**src/rtl/sev_seg_scan_ctrl_if.sv**
```systemverilog
// Bus between the I/O port 0x81 register and the seven-segment scan controller.
// The host drives value/mode/strobe; the controller returns busy and the display pins.
interface sev_seg_scan_ctrl_if #(
    parameter int DATA_W = 16
);
    logic [DATA_W-1:0] DATA_IN;
    logic              MODE;
    logic              LOAD;
    logic              BUSY;
    logic [7:0]        CATHODES;
    logic [3:0]        ANODES;

    modport master (
        output DATA_IN, MODE, LOAD,
        input  BUSY, CATHODES, ANODES
    );

    modport slave (
        input  DATA_IN, MODE, LOAD,
        output BUSY, CATHODES, ANODES
    );
endinterface

```
**src/rtl/sev_seg_scan_ctrl.sv**
```systemverilog
// 4-digit common-anode display controller: hex or unsigned decimal (sequential
// double-dabble), leading-zero blanking, overflow dashes, multiplexed refresh.
module sev_seg_scan_ctrl #(
    parameter int REFRESH_DIV = 50000,
    parameter int DATA_W      = 16
) (
    input  logic                CLK,
    input  logic                RESET,
    sev_seg_scan_ctrl_if.slave  bus
);
    localparam int CNT_W = (REFRESH_DIV > 2) ? $clog2(REFRESH_DIV) : 1;

    typedef enum logic [1:0] {S_IDLE, S_CONV, S_COMMIT} state_t;

    state_t              state, state_nxt;
    logic [19:0]         bcd, bcd_nxt;
    logic [DATA_W-1:0]   shreg;
    logic [3:0]          bit_cnt;
    logic [3:0][3:0]     digit;
    logic                dec_mode;
    logic                ovf;
    logic [CNT_W-1:0]    refresh_cnt;
    logic [1:0]          idx;
    logic                lead_zero;
    logic [7:0]          cath_nxt;
    logic [7:0]          cath_p1;
    logic [3:0]          anode_p1;
    logic                load_hex, load_dec;

    function automatic logic [7:0] seg7(input logic [3:0] d);
        case (d)
            4'h0: seg7 = 8'hC0;  4'h1: seg7 = 8'hF9;  4'h2: seg7 = 8'hA4;  4'h3: seg7 = 8'hB0;
            4'h4: seg7 = 8'h99;  4'h5: seg7 = 8'h92;  4'h6: seg7 = 8'h82;  4'h7: seg7 = 8'hF8;
            4'h8: seg7 = 8'h80;  4'h9: seg7 = 8'h90;  4'hA: seg7 = 8'h88;  4'hB: seg7 = 8'h83;
            4'hC: seg7 = 8'hC6;  4'hD: seg7 = 8'hA1;  4'hE: seg7 = 8'h86;  default: seg7 = 8'h8E;
        endcase
    endfunction

    // Double-dabble correction: any BCD nibble >= 5 gets +3 before the shift.
    function automatic logic [19:0] dabble_adj(input logic [19:0] b);
        logic [19:0] r;
        r = b;
        for (int i = 0; i < 5; i++) begin
            if (b[4*i +: 4] >= 4'd5) r[4*i +: 4] = b[4*i +: 4] + 4'd3;
        end
        return r;
    endfunction

    assign load_hex = (state == S_IDLE) && bus.LOAD &&  bus.MODE;
    assign load_dec = (state == S_IDLE) && bus.LOAD && !bus.MODE;
    assign bcd_nxt  = dabble_adj(bcd);
    assign bus.BUSY = (state != S_IDLE);

    always_ff @(posedge CLK or posedge RESET) begin
        if (RESET) state <= S_IDLE;
        else       state <= state_nxt;
    end

    always_comb begin
        state_nxt = state;
        case (state)
            S_IDLE:   if (load_dec) state_nxt = S_CONV;
            S_CONV:   if (bit_cnt == 4'(DATA_W - 1)) state_nxt = S_COMMIT;
            S_COMMIT: state_nxt = S_IDLE;
            default:  state_nxt = S_IDLE;
        endcase
    end

    always_ff @(posedge CLK or posedge RESET) begin
        if (RESET)                 bit_cnt <= '0;
        else if (load_dec)         bit_cnt <= '0;
        else if (state == S_CONV)  bit_cnt <= bit_cnt + 4'd1;
    end

    // Conversion datapath: only meaningful between a decimal load and COMMIT.
    always_ff @(posedge CLK) begin
        if (load_dec) begin
            bcd   <= '0;
            shreg <= bus.DATA_IN;
        end else if (state == S_CONV) begin
            {bcd, shreg} <= {bcd_nxt[18:0], shreg, 1'b0};
        end
    end

    // Displayed value only changes on a hex load or at COMMIT, all digits at once.
    always_ff @(posedge CLK or posedge RESET) begin
        if (RESET) begin
            digit    <= '0;
            dec_mode <= 1'b0;
            ovf      <= 1'b0;
        end else if (load_hex) begin
            for (int i = 0; i < 4; i++) digit[i] <= bus.DATA_IN[4*i +: 4];
            dec_mode <= 1'b0;
            ovf      <= 1'b0;
        end else if (state == S_COMMIT) begin
            for (int i = 0; i < 4; i++) digit[i] <= bcd[4*i +: 4];
            dec_mode <= 1'b1;
            ovf      <= (bcd[19:16] != 4'd0);
        end
    end

    always_ff @(posedge CLK or posedge RESET) begin
        if (RESET) begin
            refresh_cnt <= '0;
            idx         <= '0;
        end else if (refresh_cnt == CNT_W'(REFRESH_DIV - 1)) begin
            refresh_cnt <= '0;
            idx         <= idx + 2'd1;
        end else begin
            refresh_cnt <= refresh_cnt + 1'b1;
        end
    end

    always_comb begin
        lead_zero = 1'b0;
        case (idx)
            2'd3: lead_zero = (digit[3] == 4'd0);
            2'd2: lead_zero = (digit[3] == 4'd0) && (digit[2] == 4'd0);
            2'd1: lead_zero = (digit[3] == 4'd0) && (digit[2] == 4'd0) && (digit[1] == 4'd0);
            default: lead_zero = 1'b0;
        endcase
        if (ovf)                        cath_nxt = 8'hBF;
        else if (dec_mode && lead_zero) cath_nxt = 8'hFF;
        else                            cath_nxt = seg7(digit[idx]);
    end

    // Output register stage: anode and cathode pattern move together.
    always_ff @(posedge CLK or posedge RESET) begin
        if (RESET) begin
            anode_p1 <= 4'hE;
            cath_p1  <= 8'hC0;
        end else begin
            anode_p1 <= ~(4'b0001 << idx);
            cath_p1  <= cath_nxt;
        end
    end

    assign bus.ANODES   = anode_p1;
    assign bus.CATHODES = cath_p1;
endmodule

```
**src/flat_wrapper.sv**
```systemverilog
// flat-port wrapper written by rule: the top's interface ports become plain ports
module sev_seg_scan_ctrl_flat 
#(
    parameter int REFRESH_DIV = 50000,
    parameter int DATA_W      = 16
)
  (CLK, RESET, bus_DATA_IN, bus_MODE, bus_LOAD, bus_BUSY, bus_CATHODES, bus_ANODES);
  sev_seg_scan_ctrl_if #(.DATA_W(DATA_W)) bus_i ();
  input  logic CLK;
  input  logic RESET;
  input wire logic [$bits(bus_i.DATA_IN)-1:0] bus_DATA_IN;
  input wire logic [$bits(bus_i.MODE)-1:0] bus_MODE;
  input wire logic [$bits(bus_i.LOAD)-1:0] bus_LOAD;
  output wire logic [$bits(bus_i.BUSY)-1:0] bus_BUSY;
  output wire logic [$bits(bus_i.CATHODES)-1:0] bus_CATHODES;
  output wire logic [$bits(bus_i.ANODES)-1:0] bus_ANODES;
  assign bus_i.DATA_IN = bus_DATA_IN;
  assign bus_i.MODE = bus_MODE;
  assign bus_i.LOAD = bus_LOAD;
  assign bus_BUSY = bus_i.BUSY;
  assign bus_CATHODES = bus_i.CATHODES;
  assign bus_ANODES = bus_i.ANODES;
  sev_seg_scan_ctrl #(.REFRESH_DIV(REFRESH_DIV), .DATA_W(DATA_W)) u_core (.CLK(CLK), .RESET(RESET), .bus(bus_i));
endmodule
```
**config.mk**
```make
export PLATFORM = sky130hd
export DESIGN_NAME = sev_seg_scan_ctrl_flat
export DESIGN_NICKNAME = d
export VERILOG_FILES = /design/src/rtl/sev_seg_scan_ctrl_if.sv /design/src/rtl/sev_seg_scan_ctrl.sv /design/src/flat_wrapper.sv
export SDC_FILE = /design/constraint.sdc
export NUM_CORES = 1
export LEC_CHECK = 0
export BUFFER_PORTS_ARGS = -buffer_cell sky130_fd_sc_hd__buf_2
export CAP_MARGIN = 20
export CELL_PAD_IN_SITES_DETAIL_PLACEMENT = 0
export CELL_PAD_IN_SITES_GLOBAL_PLACEMENT = 2
export CORE_UTILIZATION = 42
export CTS_CLUSTER_SIZE = 12
export DETAILED_ROUTE_END_ITERATION = 10
export PLACE_DENSITY_LB_ADDON = 0.15
export SLEW_MARGIN = 5
export SYNTH_ARGS = -nofsm -noshare
export SYNTH_HDL_FRONTEND = slang
export SYNTH_SLANG_ARGS = --single-unit
```
**constraint.sdc**
```tcl
create_clock -name CLK -period 3.7 [get_ports CLK]
set_clock_uncertainty 0.2 [all_clocks]
set_input_delay 0.185 -clock CLK [delete_from_list [all_inputs] [get_ports CLK]]
set_output_delay 0.185 -clock CLK [all_outputs]
set_load 0.03 [all_outputs]
```
# Yosys cells after proc, flatten, opt, wreduce, memory -nomap -nowiden
# Memories as Yosys holds them, arrays and structs flattened.
# Index checks and enable logic that the tools add are counted.
classes:
  n_addsub: 8
  order_cmp: 6
  eq_ne: 9
  shift: 1
  n_mux: 24
  bitwise: 1
  n_reduce_logical: 16
ops:
  columns: ["cell", "n"]
  rows:
  - ["two-way mux 16 bit", 5]
  - ["two-way mux 4 bit", 7]
  - [">= comparator 4 x 3 -> 1 bit, second input constant", 5]
  - ["adder 16 x 1 -> 16 bit, second input constant", 1]
  - ["adder 4 x 2 -> 4 bit, second input constant", 4]
  - ["equality test 16 bit, second input constant", 1]
  - ["two-way mux 8 bit", 2]
  - ["logical NOT 4 bit", 3]
  - ["binary-select mux 4 bit (select 2 bit)", 1]
  - ["equality test 2 bit, second input constant", 3]
  - ["logical AND 1 bit", 6]
  - ["nonzero test 2 bit", 3]
  - ["adder 4 x 1 -> 4 bit, second input constant", 1]
  - ["equality test 2 x 1 -> 1 bit, second input constant", 2]
  - ["equality test 4 bit, second input constant", 1]
  - ["two-way mux 1 bit", 4]
  - ["two-way mux 2 bit", 2]
  - ["inequality test 2 x 1 -> 1 bit, second input constant", 2]
  - ["inverter 4 bit", 1]
  - ["case mux 2 bit (2 select lines)", 1]
  - ["nonzero test 4 bit", 1]
  - ["left shift 1 x 2 -> 4 bit, first input constant", 1]
  - ["adder 3 x 2 -> 3 bit, second input constant", 1]
  - ["< comparator 2 x 3 -> 1 bit, second input constant", 1]
  - ["other kinds (6)", 6]
totals:
  reg_bits: 90
  rom_bits: 112
  input_bits: 20
  wordCells: 80
  mem_count: 1
memory_table:
  columns: ["memory", "depth", "word_bits", "read_ports", "rd_clocked_by_memory_dff", "wr", "line_no", "source"]
  rows:
  - ["(no name shown)", 16, 7, 1, 0, 0, "sev_seg_scan_ctrl.sv:31", "case (d)"]

# Longest topological paths before layout
# Gate-level depths: netlist of run 1.
logic_depth:
  ltp_word: 7
  depth_mapped: 9
  mapped_depth_nobuf: 7

# Worst setup path before layout of run 1
# No wires, ideal clock.
synth_timing:
  path_kind: "register to register"
  start: "reg u_core.state[1]"
  end: "reg u_core.shreg[0], enable pin"
  setup_time_ns: 0.411
  arrival_time_ns: 1.782
  t_required_ns: 3.089
  path_slack_ns: 1.306
  stages_incl_launch_ff: 4
  synth_period_minus_slack_ns: 2.394
  cell_sequence: "dfrtp_1 nor2_1 nand2_1 o21ai_0"
synth_via:
  elab_chain_len: 4
synth_lines:
  columns: ["element", "line_no", "source"]
  rows:
  - ["start: declaration", "sev_seg_scan_ctrl.sv:15", "state_t state, state_nxt;"]
  - ["start signal: assignment", "sev_seg_scan_ctrl.sv:56", "else state <= state_nxt;"]
  - ["logical NOT 2 bit", "sev_seg_scan_ctrl.sv:50", "assign load_dec = (state == S_IDLE) && bus.LOAD && !bus.MODE;"]
  - ["logical AND 1 bit (2 in a row)", "sev_seg_scan_ctrl.sv:50", null]
  - ["nonzero test 2 bit (no source line) *", null, null]
  - ["end signal: assignment", "sev_seg_scan_ctrl.sv:79", "shreg <= bus.DATA_IN;"]
  - ["end signal: assignment", "sev_seg_scan_ctrl.sv:81", "{bcd, shreg} <= {bcd_nxt[18:0], shreg, 1'b0};"]
  - ["end: declaration", "sev_seg_scan_ctrl.sv:17", "logic [DATA_W-1:0] shreg;"]
# Mark *: on every way between the ends. The rest lies on a longest branch, timed or not.
# A chain may end at the register's enable or synchronous reset.

# Worst setup path in the final report of run 1
layout_timing:
  start: "reg u_core.idx[1]"
  end: "reg u_core.cath_p1[0] (netlist: u_core.bus.CATHODES[0])"
layout_via:
  elab_chain_len: 5
layout_lines:
  columns: ["element", "line_no", "source"]
  rows:
  - ["start: declaration", "sev_seg_scan_ctrl.sv:23", "logic [1:0] idx;"]
  - ["start signal: assignment", "sev_seg_scan_ctrl.sv:108", "idx <= idx + 2'd1;"]
  - ["binary-select mux 4 bit (select 2 bit), or another cell as far along", "sev_seg_scan_ctrl.sv:124", "else cath_nxt = seg7(digit[idx]);"]
  - ["two-way mux 4 bit (not written as such) / case mux 1 bit (3 select lines) (equally long branches)", "sev_seg_scan_ctrl.sv:124, sev_seg_scan_ctrl.sv:116", null]
  - ["memory read (16 x 7 bit) / logical AND 1 bit (equally long branches)", null, null]
  - ["two-way mux 8 bit *", "sev_seg_scan_ctrl.sv:123", "else if (dec_mode && lead_zero) cath_nxt = 8'hFF;"]
  - ["two-way mux 8 bit *", "sev_seg_scan_ctrl.sv:122", "if (ovf) cath_nxt = 8'hBF;"]
  - ["via u_core.cath_nxt[0]", "sev_seg_scan_ctrl.sv:25", "logic [7:0] cath_nxt;"]
  - ["end signal: assignment", "sev_seg_scan_ctrl.sv:134", "cath_p1 <= cath_nxt;"]
  - ["end: declaration", "sev_seg_scan_ctrl.sv:26", "logic [7:0] cath_p1;"]
# The timed path passes the listed nets; every way through them passes the cells marked *. The select of a mux whose other input is x is not followed.

==> results.ini, run 1 <==
[min_path]
min_path_type = input pin to async pin

[yosys]
async_reset_ff_frac = 0.596
synthTopCellsByArea = dfrtp_1, edfxtp_1, dfxtp_1
synth-seq-cells = 89
synth_mux_area_frac = 0.0829
synthesis.instances = 435
yosysTopAreaCellShare = 0.276
ys.flop_type = dfrtp_1
synth-edff-count = 16
synthesis.area_sq_um = 4440
synth.yosys.warnings = 0
synth_xor_area_frac = 0.0454
syn_nets = 478
synth_commonest_cells = nand2_1, dfrtp_1, nor2_1
synth_top_family_by_area = simple AND/OR/NAND/NOR gates
synth-seq-area-share = 0.499
synth.most_common_cell = nand2_1
synth_fa_ha_area_frac = 0.0649
synth_compound_area_frac = 0.117
synth_area_leader_cell = dfrtp_1
synth.avg_cell_area_sq_um = 10.2
synth_simple_gate_area_share = 0.145
synthDistinctLibCells = 50

[floorplan]
dieWidth_um = 105
rows = 37
coreArea_sq_um = 10300
initial_utilization = 0.432
dieArea_sq_um = 11000
die_h_um = 105
ios = 33

[critical_path]
cp_max_fo = 10
path_cells = mux4_2, clkinv_1, ha_1, mux2i_1, o21ai_0, a21oi_1, o21ai_0
critical_path_class = flop to flop
start_kind = flop
arrival_ps = 2590
path_common_cell = o21ai_0
critPathCaptureType = flop
reg2reg_depth = 7
crit_path_max_incr_delay_ps = 640
critical_path_required_ps = 3770
crit_path_top_delay_cell = mux4_2

[job]
drv_cap = 0

[route]
avgRoutedWirePerCell_um = 14.8
vias = 3188
ant_nets = 0
dr.pass1.iters = 4
drc = 0
vias_per_cell = 5.13
dr.first_iter.drc_count = 165
drt_wl_total_mm = 9.24

[power_and_ir_drop]
power_density_nw_per_um2 = 749
power_mw = 3.82
leakage_nw = 2.22
irDropWorstVdd_uv = 281

[global_route]
antenna_found_initial = 0
grt_first_pass_wirelength_mm = 16.1
grt_usage = 0.185
grt.overflow.total = 0
grt_pass1_vias = 3223
grt_max_degree = 49

[sta]
fin_crit_sh = 0.680
tightest_slew_ps = 806
slew_headroom = 0.463
finalHoldViolCount = 0
post-route-min-period_ps = 2520
setup_viol = 0
rsz0062_at_grt = false
tns_ps = 0
fmax_mhz = 397
drv_slew = 0

[clocking]
cts_sinks = 89
cts.clk_slew.worst_paths_ps = 90
htree_levels = 3
cts_hold_buffers = 17
clock_path_buffers = 2
cts_tree = yes
cts_resized = 0
post_cts.repair.setup_buffers = 0
insertion_delay_ps = 350
cts_root_buffer = clkbuf_8
cts_buffers = 9

[cells_and_area]
ff_latch_area_sq_um = 2210
multi_input_area_sq_um = 2030
drive_above_1_share = 0.173
fill_cells = 980
area_delta_synth_final_pct = 15.0
diodes = 0
nNetsFinal = 524

[run_status]
status = completed

[placed_design]
dp_hpwl_mm = 6.29
gp_congestion = 0.787
io_buffers = 31

-- worst paths after layout --
kind	startpoint	to	slack [ps]
max in group asynchronous	RESET	u_core.digit[14]$_DFFE_PP0P_	2700
worst min register to register	u_core.shreg[15]$_DFFE_PP_	u_core.bcd[0]$_SDFFE_PP0P_	250
min in group CLK	bus_MODE	u_core.shreg[2]$_DFFE_PP_	190
worst max register to register	u_core.idx[1]$_DFFE_PP0N_	u_core.bus.CATHODES[0]$_DFF_PP0_	1180
worst max-delay path	u_core.idx[1]$_DFFE_PP0N_	u_core.bus.CATHODES[0]$_DFF_PP0_	1180
worst min-delay path	RESET	u_core.dec_mode$_DFFE_PP0P_	110
-- per-stage QoR --
stage	instances	util	setup WS, ps	hold WS [ps]	instance area (sq um)
3_5_place_dp	588	0.458	1250	237	4700
2_1_floorplan	435	-	1310	128	4440
3_3_place_gp	588	0.458	1330	231	4700
4_1_cts	621	0.495	1210	186	5080
5_1_grt	622	0.496	1060	125	5100
6_report	622	0.496	1180	108	5100
-- kinds of logic after synthesis --
group | after synthesis
AOI/OAI and AO/OA | 83
xor gates and xnor gates | 23
adders and majority gates | 23
buffers and inverters | 45
DFF | 89
muxes | 29
other | 1
and+or+nand+nor | 142
-- layer usage --
metal	track usage	vias to the layer above	share of wire
met5	0	-	0
met4	0.0573	0	0.0089
met3	0.0250	8	0.023
met2	0.309	56	0.48
met1	0.248	1521	0.49
li1	-	1603	-
-- cell type report --
type                       count  share of cell area
timing repair buffer          55              0.0765
inverter                      25              0.0184
clock inverter                 3             0.00368
multi-input combinational    301               0.397
clock buffer                  13              0.0373
sequential                    89               0.434
tap                          136              0.0333
-- power by group --
group | internal, mW | switching, mW | leakage, nW
clock network | 0.340 | 0.342 | 0.107
logic | 0.635 | 0.838 | 1.12
registers | 1.40 | 0.264 | 0.998
-- worst max-delay path, delay by kind of cell, from the launching register on --
family	cells	cell delay, ps
buffers and inverters	1	120
muxes	2	750
adders and majority gates	1	310
DFF	1	620
AOI/OAI and AO/OA	3	450
-- state kept, by name, summed over array words and instances, names as in the netlist --
signal               flops
u_core.ovf               1
u_core.refresh_cnt      16
u_core.state             2
u_core.bus.CATHODES      7
u_core.bit_cnt           4
u_core.bus.ANODES        4
u_core.bcd              20
u_core.shreg            16
u_core.digit            16
u_core.idx               2
u_core.dec_mode          1
-- cells in the final DEF (no fill, tap or decap), drive strengths merged, types with 4 or more instances in the layout --
cell type	count
nor3	4
nand3	13
xor2	10
o22ai	13
nor2	35
xnor2	13
dlygate4sd3	17
o21ai	16
o211ai	4
nor2b	4
inv	25
nand2	61
clkbuf	13
edfxtp	16
a22oi	19
dfxtp	20
a21oi	22
ha	23
buf	38
nand2b	6
nand4	6
dfstp	4
mux2i	7
dfrtp	49
mux2	19
Note: power is estimated with default switching activity, not from simulation.
==> run 2, diff against run 1 <==
--- a/config.mk
+++ b/config.mk
@@ -9,7 +9,7 @@
 export CAP_MARGIN = 20
 export CELL_PAD_IN_SITES_DETAIL_PLACEMENT = 0
 export CELL_PAD_IN_SITES_GLOBAL_PLACEMENT = 2
-export CORE_UTILIZATION = 42
+export CORE_UTILIZATION = 35
 export CTS_CLUSTER_SIZE = 12
 export DETAILED_ROUTE_END_ITERATION = 10
 export PLACE_DENSITY_LB_ADDON = 0.15
==> constraint.sdc (replaced) <==
create_clock -name CLK -period 2.1 [get_ports CLK]
set_clock_uncertainty 0.2 [all_clocks]
set_input_delay 0.105 -clock CLK [delete_from_list [all_inputs] [get_ports CLK]]
set_output_delay 0.105 -clock CLK [all_outputs]
set_load 0.03 [all_outputs]
==> run 2 against run 1 <==
Against the previous run:
- global-route usage shrank 2.1 points
- critical path depth shrank 1
- clock-buffer cell count is the same
- setup slack lost 1100 ps
- first-iteration DRC count shrank 14%
- non-clock buffer count grew 14
- critical endpoint unchanged
- largest cell class unchanged
==> results.ini, run 2 (synthesis gave the netlist of run 1 again) <==
[sta]
drv_slew = 0
tightest_slew_ps = 624
post-route-min-period_ps = 2020
setup_viol = 0
rsz0062_at_grt = false
fmax_mhz = 496
slew_headroom = 0.584
finalWorstSetupSlack_ps = 84.2
fin_crit_sh = 0.960
hold_slack_ps = 35.3
tns_ps = 0
finalHoldViolCount = 0

[global_route]
antenna_found_initial = 0
grt_usage = 0.164
grt_first_pass_wirelength_mm = 16.3
grt_pass1_vias = 3184
grt_max_degree = 34
grt.overflow.total = 0

[route]
dr.first_iter.drc_count = 142
highest_layer = met4
avgRoutedWirePerCell_um = 14.6
dr_wl_met3_um = 242
drt_wl_total_mm = 9.77
drc = 0
vias = 3224
m1WireLength_mm = 4.84
dr.pass1.iters = 4
vias_per_cell = 4.83
met2WireLength_mm = 4.48
ant_nets = 0

[power_and_ir_drop]
irDropWorstVdd_uv = 542
power_density_nw_per_um2 = 1360
clock_power_share = 0.223
p_comb_frac = 0.373
seq_power_share = 0.404
p_int_mw = 4.62
p_sw_mw = 2.65
leakage_nw = 2.33
p_sw_frac = 0.365
power_mw = 7.27

[run_status]
status = completed

[cells_and_area]
largest-register = u_core.bcd
area_delta_synth_final_pct = 20.8
nNetsFinal = 538
final_common_cell = nand2_1
diodes = 0
largest_register_ffs = 20
final_core_util = 0.441
drive_above_1_share = 0.198
layout_common_cells = nand2_1, dfrtp_1, nor2_1, buf_2

[critical_path]
arrival_ps = 2030
critical_path_required_ps = 2120
cp_max_fo = 5
start_kind = flop
critPathCaptureType = flop
critical_path_class = flop to flop

[floorplan]
rows = 40
dieArea_sq_um = 13100
ios = 33
die_h_um = 115
dieWidth_um = 115
initial_utilization = 0.365
coreArea_sq_um = 12200

[clocking]
clock_path_buffers = 2
insertion_delay_ps = 340
cts_sinks = 89
htree_levels = 3
cts_root_buffer = clkbuf_16
cts_buffers = 9
cts.clk_slew.worst_paths_ps = 60
cts_tree = yes

[job]
drv_cap = 0

[placed_design]
dp_slack_ps = 27.1
io_buffers = 31
gp_congestion = 0.793
dp_hpwl_mm = 6.97

[min_path]
min_path_type = input pin to flop

==> run 2: worst paths after layout <==
check,from,slack [ps],depth (start not counted),endpoint
min in group asynchronous,RESET,170,3,u_core.digit[14]$_DFFE_PP0P_
worst max-delay path,u_core.idx[0]$_DFFE_PP0N_,80,6,u_core.bus.CATHODES[0]$_DFF_PP0_
worst min-delay path,bus_MODE,40,4,u_core.bit_cnt[0]$_DFFE_PP0P_
worst max register to register,u_core.idx[0]$_DFFE_PP0N_,80,6,u_core.bus.CATHODES[0]$_DFF_PP0_
worst min register to register,u_core.shreg[15]$_DFFE_PP_,260,2,u_core.bcd[0]$_SDFFE_PP0P_
max in group asynchronous,RESET,920,4,u_core.bus.ANODES[1]$_DFF_PP1_
==> run 2: metrics by stage <==
step           cell area (sq um)  instances
2_1_floorplan               4450        435
3_3_place_gp                4880        634
3_5_place_dp                4880        634
4_1_cts                     5350        667
5_1_grt                     5360        668
6_report                    5360        668
==> run 2: critical path, stage by stage, from the launching register on <==
cell     delay (ps)
dfrtp_2         390
mux4_2          570
ha_2            230
o21ai_0         180
o21ai_1          90
a21oi_1         150
o21ai_1          90
==> run 2: power by group through the flow <==
stage,Sequential [mW],Clock (mW),Combinational [mW]
3_5_place_dp,2.98,0,2.70
3_3_place_gp,2.97,0,2.68
4_1_cts,2.94,1.68,2.73
6_report,2.94,1.62,2.72
2_1_floorplan,2.94,0,1.99
5_1_grt,3.03,1.74,3.09
==> run 2: layer usage <==
metal,vias up,track usage
li1,1630,-
met1,1548,0.218
met2,33,0.259
met4,0,0.0779
met5,-,0
met3,13,0.0281
==> run 2: cell type report <==
type / instances / area (sq um)
clock inverter: 3 / 21.3
fill: 1190 / 6800
tap: 168 / 210
sequential: 89 / 2210
clock buffer: 13 / 283
timing repair buffer: 69 / 508
multi-input combinational: 301 / 2030
inverter: 25 / 95.1
==> run 2: repair_timing <==
| action | CTS | global route |
|---|---|---|
| hold endpoints to repair | 56 | 0 |
| resized for setup | 0 | 2 |
| setup endpoints to repair | 0 | 1 |
| hold buffers | 17 | 0 |
| setup buffers | 0 | 1 |
